`src/rtl/ofdm_pkg.sv`:
```
`default_nettype none
// ============================================================================
// Module   : ofdm_pkg
// Brief    : Shared OFDM constants, bin classification and mode encoding.
// Revision : 1.0
// ============================================================================
package ofdm_pkg;

  localparam int NFFT  = 64;
  localparam int BIN_W = 6;

  localparam logic [BIN_W-1:0] NULL_LO = 6'd27;
  localparam logic [BIN_W-1:0] NULL_HI = 6'd37;
  localparam logic [BIN_W-1:0] PILOT_0 = 6'd7;
  localparam logic [BIN_W-1:0] PILOT_1 = 6'd21;
  localparam logic [BIN_W-1:0] PILOT_2 = 6'd43;
  localparam logic [BIN_W-1:0] PILOT_3 = 6'd57;
  localparam logic [BIN_W-1:0] LAST_DATA_BIN = 6'd63;
  localparam int DATA_BINS = 48;

  // 2/sqrt(10) in Q1.14
  localparam int QAM16_THR = 10362;

  typedef enum logic {
    MOD_QPSK  = 1'b0,
    MOD_QAM16 = 1'b1
  } mod_e;

  function automatic logic bin_is_null(input logic [BIN_W-1:0] idx);
    return (idx == '0) || ((idx >= NULL_LO) && (idx <= NULL_HI));
  endfunction

  function automatic logic bin_is_pilot(input logic [BIN_W-1:0] idx);
    return (idx == PILOT_0) || (idx == PILOT_1) ||
           (idx == PILOT_2) || (idx == PILOT_3);
  endfunction

  function automatic logic bin_is_data(input logic [BIN_W-1:0] idx);
    return !(bin_is_null(idx) || bin_is_pilot(idx));
  endfunction

endpackage
`default_nettype wire

```
`src/rtl/qam_slicer.sv`:
```
`default_nettype none
// ============================================================================
// Module   : qam_slicer
// Brief    : Combinational hard slicer, QPSK or 16-QAM Gray bits per sample.
// Revision : 1.0
// ============================================================================
module qam_slicer
  import ofdm_pkg::*;
#(
  parameter int DATA_W = 16,
  parameter int THR    = 10362
) (
  input  logic signed [DATA_W-1:0] re,
  input  logic signed [DATA_W-1:0] im,
  input  mod_e                     mode,
  output logic        [3:0]        bits
);

  localparam logic [DATA_W:0] c_thr = (DATA_W+1)'(THR);

  logic signed [DATA_W:0] w_re_x;
  logic signed [DATA_W:0] w_im_x;
  logic        [DATA_W:0] w_re_abs;
  logic        [DATA_W:0] w_im_abs;
  logic                   w_re_sign;
  logic                   w_im_sign;
  logic                   w_re_inner;
  logic                   w_im_inner;

  // One extra bit so that the most negative code has a representable magnitude
  assign w_re_x   = {re[DATA_W-1], re};
  assign w_im_x   = {im[DATA_W-1], im};
  assign w_re_abs = re[DATA_W-1] ? unsigned'(-w_re_x) : unsigned'(w_re_x);
  assign w_im_abs = im[DATA_W-1] ? unsigned'(-w_im_x) : unsigned'(w_im_x);

  assign w_re_sign  = ~re[DATA_W-1];
  assign w_im_sign  = ~im[DATA_W-1];
  assign w_re_inner = (w_re_abs < c_thr);
  assign w_im_inner = (w_im_abs < c_thr);

  always_comb begin
    bits = 4'b0000;
    case (mode)
      MOD_QAM16: bits = {w_im_inner, w_im_sign, w_re_inner, w_re_sign};
      default:   bits = {2'b00, w_im_sign, w_re_sign};
    endcase
  end

endmodule
`default_nettype wire

```
`src/rtl/ofdm_qam_demapper.sv`:
```
`default_nettype none
// ============================================================================
// Module   : ofdm_qam_demapper
// Brief    : Drops null/pilot bins, slices both streams, packs bits to bytes.
// Revision : 1.0
// ============================================================================
module ofdm_qam_demapper #(
  parameter int DATA_W    = 16,
  parameter int NFFT      = ofdm_pkg::NFFT,
  parameter int QAM16_THR = ofdm_pkg::QAM16_THR
) (
  input  logic                     clk,
  input  logic                     rst_n,
  input  logic                     in_valid,
  input  logic signed [DATA_W-1:0] X1_re,
  input  logic signed [DATA_W-1:0] X1_im,
  input  logic signed [DATA_W-1:0] X2_re,
  input  logic signed [DATA_W-1:0] X2_im,
  input  logic                     mod_sel,
  output logic                     out_valid,
  output logic [7:0]               out_data,
  output logic                     out_last,
  output logic [5:0]               bin_idx
);

  import ofdm_pkg::*;

  localparam logic [BIN_W-1:0] c_last_bin = BIN_W'(NFFT - 1);

  logic [BIN_W-1:0] r_bin;
  mod_e             r_mode;
  logic [3:0]       r_half;
  logic             r_half_full;

  mod_e             w_mode;
  logic             w_is_data;
  logic             w_is_last;
  logic [3:0]       w_nibble;
  logic [3:0]       w_bits [2];
  logic [DATA_W-1:0] w_re  [2];
  logic [DATA_W-1:0] w_im  [2];

  assign w_re[0] = X1_re;
  assign w_im[0] = X1_im;
  assign w_re[1] = X2_re;
  assign w_im[1] = X2_im;

  generate
    for (genvar s = 0; s < 2; s++) begin : g_slicer
      qam_slicer #(
        .DATA_W (DATA_W),
        .THR    (QAM16_THR)
      ) u_slicer (
        .re   (w_re[s]),
        .im   (w_im[s]),
        .mode (w_mode),
        .bits (w_bits[s])
      );
    end
  endgenerate

  // The live mod_sel applies on bin 0 itself; later bins use the latched copy
  assign w_mode    = (r_bin == '0) ? mod_e'(mod_sel) : r_mode;
  assign w_is_data = bin_is_data(r_bin);
  assign w_is_last = (r_bin == c_last_bin);
  assign w_nibble  = {w_bits[1][1:0], w_bits[0][1:0]};
  assign bin_idx   = r_bin;

  always_ff @(posedge clk or negedge rst_n) begin
    if (!rst_n) begin
      r_bin       <= '0;
      r_mode      <= MOD_QPSK;
      r_half      <= '0;
      r_half_full <= 1'b0;
      out_valid   <= 1'b0;
      out_data    <= '0;
      out_last    <= 1'b0;
    end else begin
      out_valid <= 1'b0;
      if (in_valid) begin
        r_bin <= w_is_last ? '0 : r_bin + 1'b1;

        // Bin 0 is null, so this clear never races a data beat
        if (r_bin == '0) begin
          r_mode      <= w_mode;
          r_half      <= '0;
          r_half_full <= 1'b0;
        end

        if (w_is_data) begin
          if (w_mode == MOD_QAM16) begin
            out_valid <= 1'b1;
            out_data  <= {w_bits[1], w_bits[0]};
            out_last  <= w_is_last;
          end else if (r_half_full) begin
            out_valid   <= 1'b1;
            out_data    <= {w_nibble, r_half};
            out_last    <= w_is_last;
            r_half_full <= 1'b0;
          end else begin
            r_half      <= w_nibble;
            r_half_full <= 1'b1;
          end
        end
      end
    end
  end

endmodule
`default_nettype wire

```
`config.mk`:
```
export PLATFORM = sky130hd
export DESIGN_NAME = ofdm_qam_demapper
export DESIGN_NICKNAME = d
export VERILOG_FILES = /design/src/rtl/ofdm_pkg.sv /design/src/rtl/qam_slicer.sv /design/src/rtl/ofdm_qam_demapper.sv
export SDC_FILE = /design/constraint.sdc
export NUM_CORES = 1
export LEC_CHECK = 0
export CAP_MARGIN = 5
export CORE_MARGIN = 2
export CORE_UTILIZATION = 40
export CTS_BUF_LIST = sky130_fd_sc_hd__clkbuf_16
export CTS_CLUSTER_DIAMETER = 100
export DETAILED_ROUTE_END_ITERATION = 16
export PLACE_DENSITY = 0.67
export SYNTH_ARGS = -nofsm -noshare
export SYNTH_HDL_FRONTEND = slang
export SYNTH_HIERARCHICAL = 1
export SYNTH_SLANG_ARGS = --single-unit
```
`constraint.sdc`:
```
create_clock -name clk -period 2.5 [get_ports clk]
set_input_delay 0.5 -clock clk [delete_from_list [all_inputs] [get_ports clk]]
set_output_delay 0.5 -clock clk [all_outputs]
set_load 0.03 [all_outputs]
```
==> metrics.md, run 1 <==
| Metric | Value |
|---|---|
| Outcome | finished, final reports clean |
| H-tree levels | 1 |
| N_diodes | 0 |
| DIE WIDTH | 87.3 um |
| Clock-pin slew on the worst setup and hold paths | 0.06 ns |
| Vias in the first global route | 3433 |
| Achievable Freq | 410 MHz |
| Clk sinks | 22 |
| Vias | 3414 |
| Cts hold-fix bufs | 0 |
| Clock Latency Late Sink | 0.25 ns |
| Final instance area | 4630 um2 |
| CP required | 2.68 ns |
| Max-Cap Viols | 0 |
| Final-report setup violation count | 0 |
| Worst Skew | 0.00194 ns |
| Mapped cell area | 2770 um2 |
| Setup_tns | 0 ns |
| Largest cells by area after synthesis | dfrtp_1, nand2_1, ha_1, o21ai_0, nor2b_1 |
| Initial antenna violation count | 0 |
| Area leader, netlist | dfrtp_1 |
| Fillers | 599 |
| Cell area after placement | 4270 um2 |
| Antenna-violating nets left | 0 |
| Routed length per instance | 14.6 um |
| Crit end category | flop |
| Gate power share | 62.4% |
| Initial Util | 41.1% |
| Root buffer cell | clkbuf_16 |
| Final routed DRC violation total | 0 |
| Net Switching | 1.22 mW |
| CP cell instances | buf_2 -> inv_2 -> ha_4 -> or3b_4 -> or3_4 -> nor4b_4 -> o21bai_1 -> a31o_2 -> a31oi_4 -> a22oi_1 -> o2bb2ai_1 |
| Largest net degree at the start of global routing | 23 |
| Synthesis-to-finish area growth | 66.9% |
| Yosys warns | 6 |
| Final Max Slew Viols | 0 |
| Bufs on Longest Clock Path | 2 |
| Grt ovf | 0 |
| Die footprint | 7620 um2 |
| Die Y-Extent | 87.3 um |
| TritonCTS clock tree | yes |
| Pwr/cell area | 599 nW/um2 |
| Leakage | 1.93 nW |
| Slowest CP cell | or3b_4 |
| CP Class | input port to flop |
| Hpwl dp | 6460 um |
| Final period util | 97.7% |
| Tmin final | 2.44 ns |
| Design Power | 2.77 mW |
| First-pass DRT Iterations | 4 |
| Critical Path Max Stage Delay | 0.37 ns |
| Initial drt markers | 129 |
| I/O pins | 84 |
| Flops & latches, synth | 22 |
| Top cell type's share of synthesized area | 19.8% |
| RePlAce Congestion | 0.861 |
| First-pass GRT wire length | 14600 um |
| Worst path bufs/invs | 2 |
| Share of cells above drive strength 1 | 34.5% |
| Netlist cell types | 61 |
| I/O Buffers | 83 |
| Clock Power Share | 11.9% |
| Cells after Synth | 357 |
| Worst slew margin | 69.8% |
| Slew @ Worst Pin | 0.453 ns |
| Final Hold Vio Count | 0 |
| Syn Area/Cell | 7.77 um2 |
| Top-count cell post-synth | nand2_1 |
| Num CTS Buffers | 3 |
| Syn_nets | 433 |
| Worst EP arrival | 2.62 ns |
| Critical path's top delay family | simple AND/OR/NAND/NOR gates |
| Int Pwr | 1.55 mW |
| Tot GR Track Use | 22.9% |
| Post-layout net count | 602 |
| Hold slack | 0.490 ns |
| Seq pwr share | 25.7% |
| Crit path launch type | input port |
| Async S/R FF share, synth | 100% |
| Primary FF master, synth | dfrtp_1 |
| Number of synthesized flops with an enable pin | 0 |
| Worst hold path class | flop to flop |
| WL final | 8810 um |
| Routed vias/inst | 5.65 |
| Sequential area share after synthesis | 19.8% |
| Worst Path Max Fanout | 3 |
| Switching part of the total | 44.0% |
| FP Rows | 30 |
| Core ar. | 6760 um2 |
| Top cell types by occurrence after synthesis | nand2_1, dfrtp_1, o21ai_0 |
| Peak supply drop | 557 uV |
layout by cell type, fill, tap and decap left out, types with 5 or more instances in the layout:
| master | synthesis | layout |
|---|---|---|
| nor4_1 | 14 | 7 |
| nand3b_1 | 6 | 6 |
| o22ai_1 | 6 | 6 |
| inv_2 | 0 | 6 |
| a21oi_1 | 7 | 7 |
| o2bb2ai_1 | 10 | 10 |
| buf_4 | 2 | 93 |
| dlygate4sd2_1 | 0 | 5 |
| o21ai_0 | 20 | 17 |
| inv_1 | 16 | 10 |
| a22oi_1 | 9 | 8 |
| nand3_1 | 15 | 14 |
| nor3_1 | 15 | 14 |
| xor2_1 | 8 | 8 |
| mux2_2 | 5 | 5 |
| or3_4 | 0 | 8 |
| buf_2 | 4 | 9 |
| nand2_1 | 37 | 37 |
| nor2b_1 | 15 | 15 |
| dfrtp_1 | 22 | 22 |
| o21ai_1 | 2 | 5 |
| buf_6 | 3 | 5 |
| clkbuf_2 | 0 | 11 |
| mux2i_1 | 5 | 5 |
| clkdlybuf4s50_1 | 0 | 50 |
| o211ai_1 | 10 | 10 |
| nor2_1 | 16 | 16 |
power groups by stage:
| stage | Combinational, mW | Clock, mW | Sequential [mW] |
|---|---|---|---|
| after global routing | 1.87 | 0.346 | 0.739 |
| after CTS | 1.71 | 0.335 | 0.708 |
| after detailed placement | 1.65 | 0 | 0.709 |
| after global placement | 1.62 | 0 | 0.706 |
| final | 1.73 | 0.331 | 0.713 |
| after floorplan | 0.848 | 0 | 0.844 |
stage by stage:
| step | std cells | setup slack, ns | utilization (%) |
|---|---|---|---|
| CTS | 604 | 0.00672 | 67.2 |
| global route | 604 | -0.00430 | 68.5 |
| global placement | 591 | -0.490 | 63.2 |
| detailed placement | 591 | -0.636 | 63.2 |
| finish | 604 | 0.0580 | 68.5 |
| floorplan | 357 | -0.0143 | - |
state kept, by name, indices dropped and copies added (netlist names):
register and flops:
out_data 8, bin_idx 6, r_half 4, out_last 1, out_valid 1, r_half_full 1
r_mode 1
layout make-up:
cell class / count / area (um2) / share of cell area (%)
Sequential cell: 22 / 551 / 11.9
Inverter: 18 / 67.6 / 1.46
Clock buffer: 3 / 75.1 / 1.62
Tap cell: 80 / 100 / 2.16
Multi-Input combinational cell: 302 / 2370 / 51.2
Timing Repair Buffer: 179 / 1470 / 31.7
kinds of logic after synthesis:
logic type                 count (synthesis)  share of synthesized area (%)
xor gates and xnor gates                  12                           3.79
buffers and inverters                     33                           5.73
and+or+nand+nor                          163                           32.8
muxes                                     10                           3.83
AOI/OAI and AO/OA                        109                           30.4
DFF                                       22                           19.8
adders and majority gates                  8                           3.61
timing repair:
item,CTS,global route
endpoints found under the setup margin,6,6
pin swaps,35,36
gates cloned,0,0
buffers inserted,10,0
resized for setup,100,55
worst paths after layout:
path	start	to	slack, ns	cells after the start
min reg2reg	out_data[3]	out_data[3]	0.49	1
max reg2reg	bin_idx[0]	out_last	0.23	6
max in group asynchronous	rst_n	bin_idx[0]	1.69	2
max	X2_re[0]	out_data[5]	0.06	11
min	out_data[3]	out_data[3]	0.49	1
min in group asynchronous	rst_n	bin_idx[5]	0.59	2
per-layer routing:
| metal | track usage, % | routed length, um | vias to the layer above | part of all wire, % |
|---|---|---|---|---|
| met4 | 5.73 | 97 | 0 | 1.1 |
| li1 | - | - | 1726 | - |
| met5 | 0 | 0 | - | 0 |
| met1 | 29.5 | 4060 | 1602 | 46 |
| met2 | 41.0 | 4350 | 76 | 49 |
| met3 | 1.90 | 306 | 10 | 3.5 |
Note: power is estimated with default switching activity, not from simulation.
==> inputs of run 2 (changes only) <==
- CORE_UTILIZATION: 40 -> 48
- HOLD_SLACK_MARGIN: not set -> 0.15
- PLACE_DENSITY: 0.67 -> 0.79
==> run 2 against run 1 <==
Against the previous run:
- the run now ends with setup timing left
- flip-flop and latch count did not move
- die area decreased by 16%
- register-to-register slack got worse by 0.03 ns
- critical path type unchanged
- largest power group unchanged
- highest routed layer unchanged
==> metrics.md, run 2 (same netlist as run 1, synthesis figures left out) <==
| Metric | Value |
|---|---|
| Setup Slack @ Placement | -0.625 ns (was -0.636 ns) |
| Max reg flops | 8 (unchanged) |
| Root buffer cell | clkbuf_16 (unchanged) |
| Tot GR Track Use | 30.2% (was 22.9%) |
| Clk sinks | 22 (unchanged) |
| Synthesis-to-finish area growth | 70.6% (was 66.9%) |
| Multi-input gate area | 2390 um2 (was 2370 um2) |
| Commonest non-fill, non-tap cell in the layout | buf_4 (unchanged) |
| Failing checks | setup timing |
| Largest net degree at the start of global routing | 23 (unchanged) |
| Initial antenna violation count | 0 (unchanged) |
| Routed length per instance | 17.2 um (was 14.6 um) |
| Crit end category | flop (unchanged) |
| Clock Latency Late Sink | 0.26 ns (was 0.25 ns) |
| Worst Path Max Fanout | 5 (was 3) |
| Initial Util | 50.1% (was 41.1%) |
| DIE WIDTH | 80.0 um (was 87.3 um) |
| Clock-pin slew on the worst setup and hold paths | 0.06 ns (about the same) |
| FP Rows | 27 (was 30) |
| Fillers | 326 (was 599) |
| I/O pins | 84 (unchanged) |
| Post-layout net count | 607 (was 602) |
| Final Instance Count excl. Fillers | 602 (was 604) |
| Setup_tns | -0.000111 ns (was 0 ns) |
| Design Power | 2.99 mW (was 2.77 mW) |
| Final period util | 100% (was 97.7%) |
| Worst slew margin | 63.8% (was 69.8%) |
| Worst Skew | 0.00280 ns (was 0.00194 ns) |
| Hpwl dp | 6690 um (was 6460 um) |
| Peak supply drop | 887 uV (was 557 uV) |
| Tmin final | 2.50 ns (was 2.44 ns) |
| Crit path launch type | input port (unchanged) |
| Worst EP arrival | 2.68 ns (was 2.62 ns) |
| Initial drt markers | 192 (was 129) |
| Die footprint | 6400 um2 (was 7620 um2) |
| Core ar. | 5540 um2 (was 6760 um2) |
| Largest Register | out_data (unchanged) |
| Final-report setup violation count | 1 (was 0) |
| Post-layout util | 85.4% (was 68.5%) |
| Worst hold path class | flop to flop (unchanged) |
| RePlAce Congestion | 0.899 (was 0.861) |
| Routed vias/inst | 6.24 (was 5.65) |
| Num CTS Buffers | 3 (unchanged) |
| Bufs on Longest Clock Path | 2 (unchanged) |
| TritonCTS clock tree | yes (unchanged) |
| First-pass DRT Iterations | 5 (was 4) |
| CP required | 2.68 ns (about the same) |
| Vias in the first global route | 3544 (was 3433) |
| Outcome | finished with violations (was finished, final reports clean) |
| Vias | 3754 (was 3414) |
| Slew @ Worst Pin | 0.533 ns (was 0.453 ns) |
| WL final | 10300 um (was 8810 um) |
| Die Y-Extent | 80.0 um (was 87.3 um) |
| CP Class | input port to flop (unchanged) |
| Antenna-violating nets left | 0 (unchanged) |
| I/O Buffers | 83 (unchanged) |
| Final routed DRC violation total | 0 (unchanged) |
| Grt ovf | 0 (unchanged) |
| Storage cell area | 551 um2 (unchanged) |
| N_diodes | 0 (unchanged) |
| Achievable Freq | 400 MHz (was 410 MHz) |
| First-pass GRT wire length | 15700 um (was 14600 um) |
| Pwr/cell area | 633 nW/um2 (was 599 nW/um2) |
| Inst Count DP | 586 (was 591) |
| Final Max Slew Viols | 0 (unchanged) |
| Max-Cap Viols | 0 (unchanged) |
| Share of cells above drive strength 1 | 34.9% (was 34.5%) |
| Leakage | 1.98 nW (was 1.93 nW) |
| Most frequent cells in the layout | buf_4, clkdlybuf4s50_1, nand2_1 (unchanged) |
| Final setup margin | -0.000111 ns (was 0.0580 ns) |
| Final Hold Vio Count | 0 (unchanged) |
| H-tree levels | 1 (unchanged) |
-- run 2: cell count changes in the layout (fill, tap and decap cells not counted), sizes merged --
cell / before / now
buf: 107 / 110
clkdlybuf4s15: 3 / 6
dlygate4sd2: 5 / 10
bufinv: 0 / 1
clkbuf: 14 / 8
-- run 2: worst paths after layout --
path | from | endpoint | slack [ns] | cells after the start
setup / recovery | X2_im[3] | out_data[7] | -0.0001 | 9
hold / removal | out_data[6] | out_data[6] | 0.50 | 1
setup reg to reg | bin_idx[0] | r_half[1] | 0.20 | 9
hold reg to reg | out_data[6] | out_data[6] | 0.50 | 1
max in group asynchronous | rst_n | bin_idx[3] | 1.69 | 2
min in group asynchronous | rst_n | out_valid | 0.59 | 2
-- run 2: per-layer routing --
metal / wire [um] / track usage [%]
met5: 0 / 0
met3: 650 / 4.41
met4: 402 / 12.9
met1: 4090 / 35.2
met2: 5190 / 54.6
-- run 2: cell type report --
type / instances / share of cell area, %
Multi-Input combinational cell: 302 / 50.6
Timing Repair Buffer: 184 / 32.2
Sequential cell: 22 / 11.6
Tap cell: 72 / 1.90
Clock buffer: 3 / 1.59
Inverter: 18 / 1.43
Clock inverter: 1 / 0.635
-- run 2: critical path, stage by stage --
cell,delay [ns]
dlygate4sd2_1,0.24
or3_4,0.40
or4_4,0.56
o21ai_0,0.19
nand4_1,0.13
nor3_1,0.19
o211a_1,0.20
a22oi_1,0.09
o2bb2ai_1,0.18
-- run 2: timing repair --
item / CTS / global route
hold buffers: 0 / 0
gates resized for setup: 103 / 40
endpoints found under the setup margin: 6 / 7
pin swaps: 38 / 36
buffers inserted: 11 / 1
-- run 2: power breakdown --
part / internal [mW] / leakage (nW) / switching, mW
Clock: 0.318 / 0.0511 / 0.138
Sequential: 0.514 / 0.277 / 0.216
Combinational: 0.838 / 1.65 / 0.971
-- run 2: per-stage QoR --
stage,area (um2),hold slack [ns]
final,4730,0.503
after global routing,4730,0.514
after CTS,4590,0.491
after detailed placement,4280,0.473
after global placement,4280,0.473
after floorplan,2790,0.204
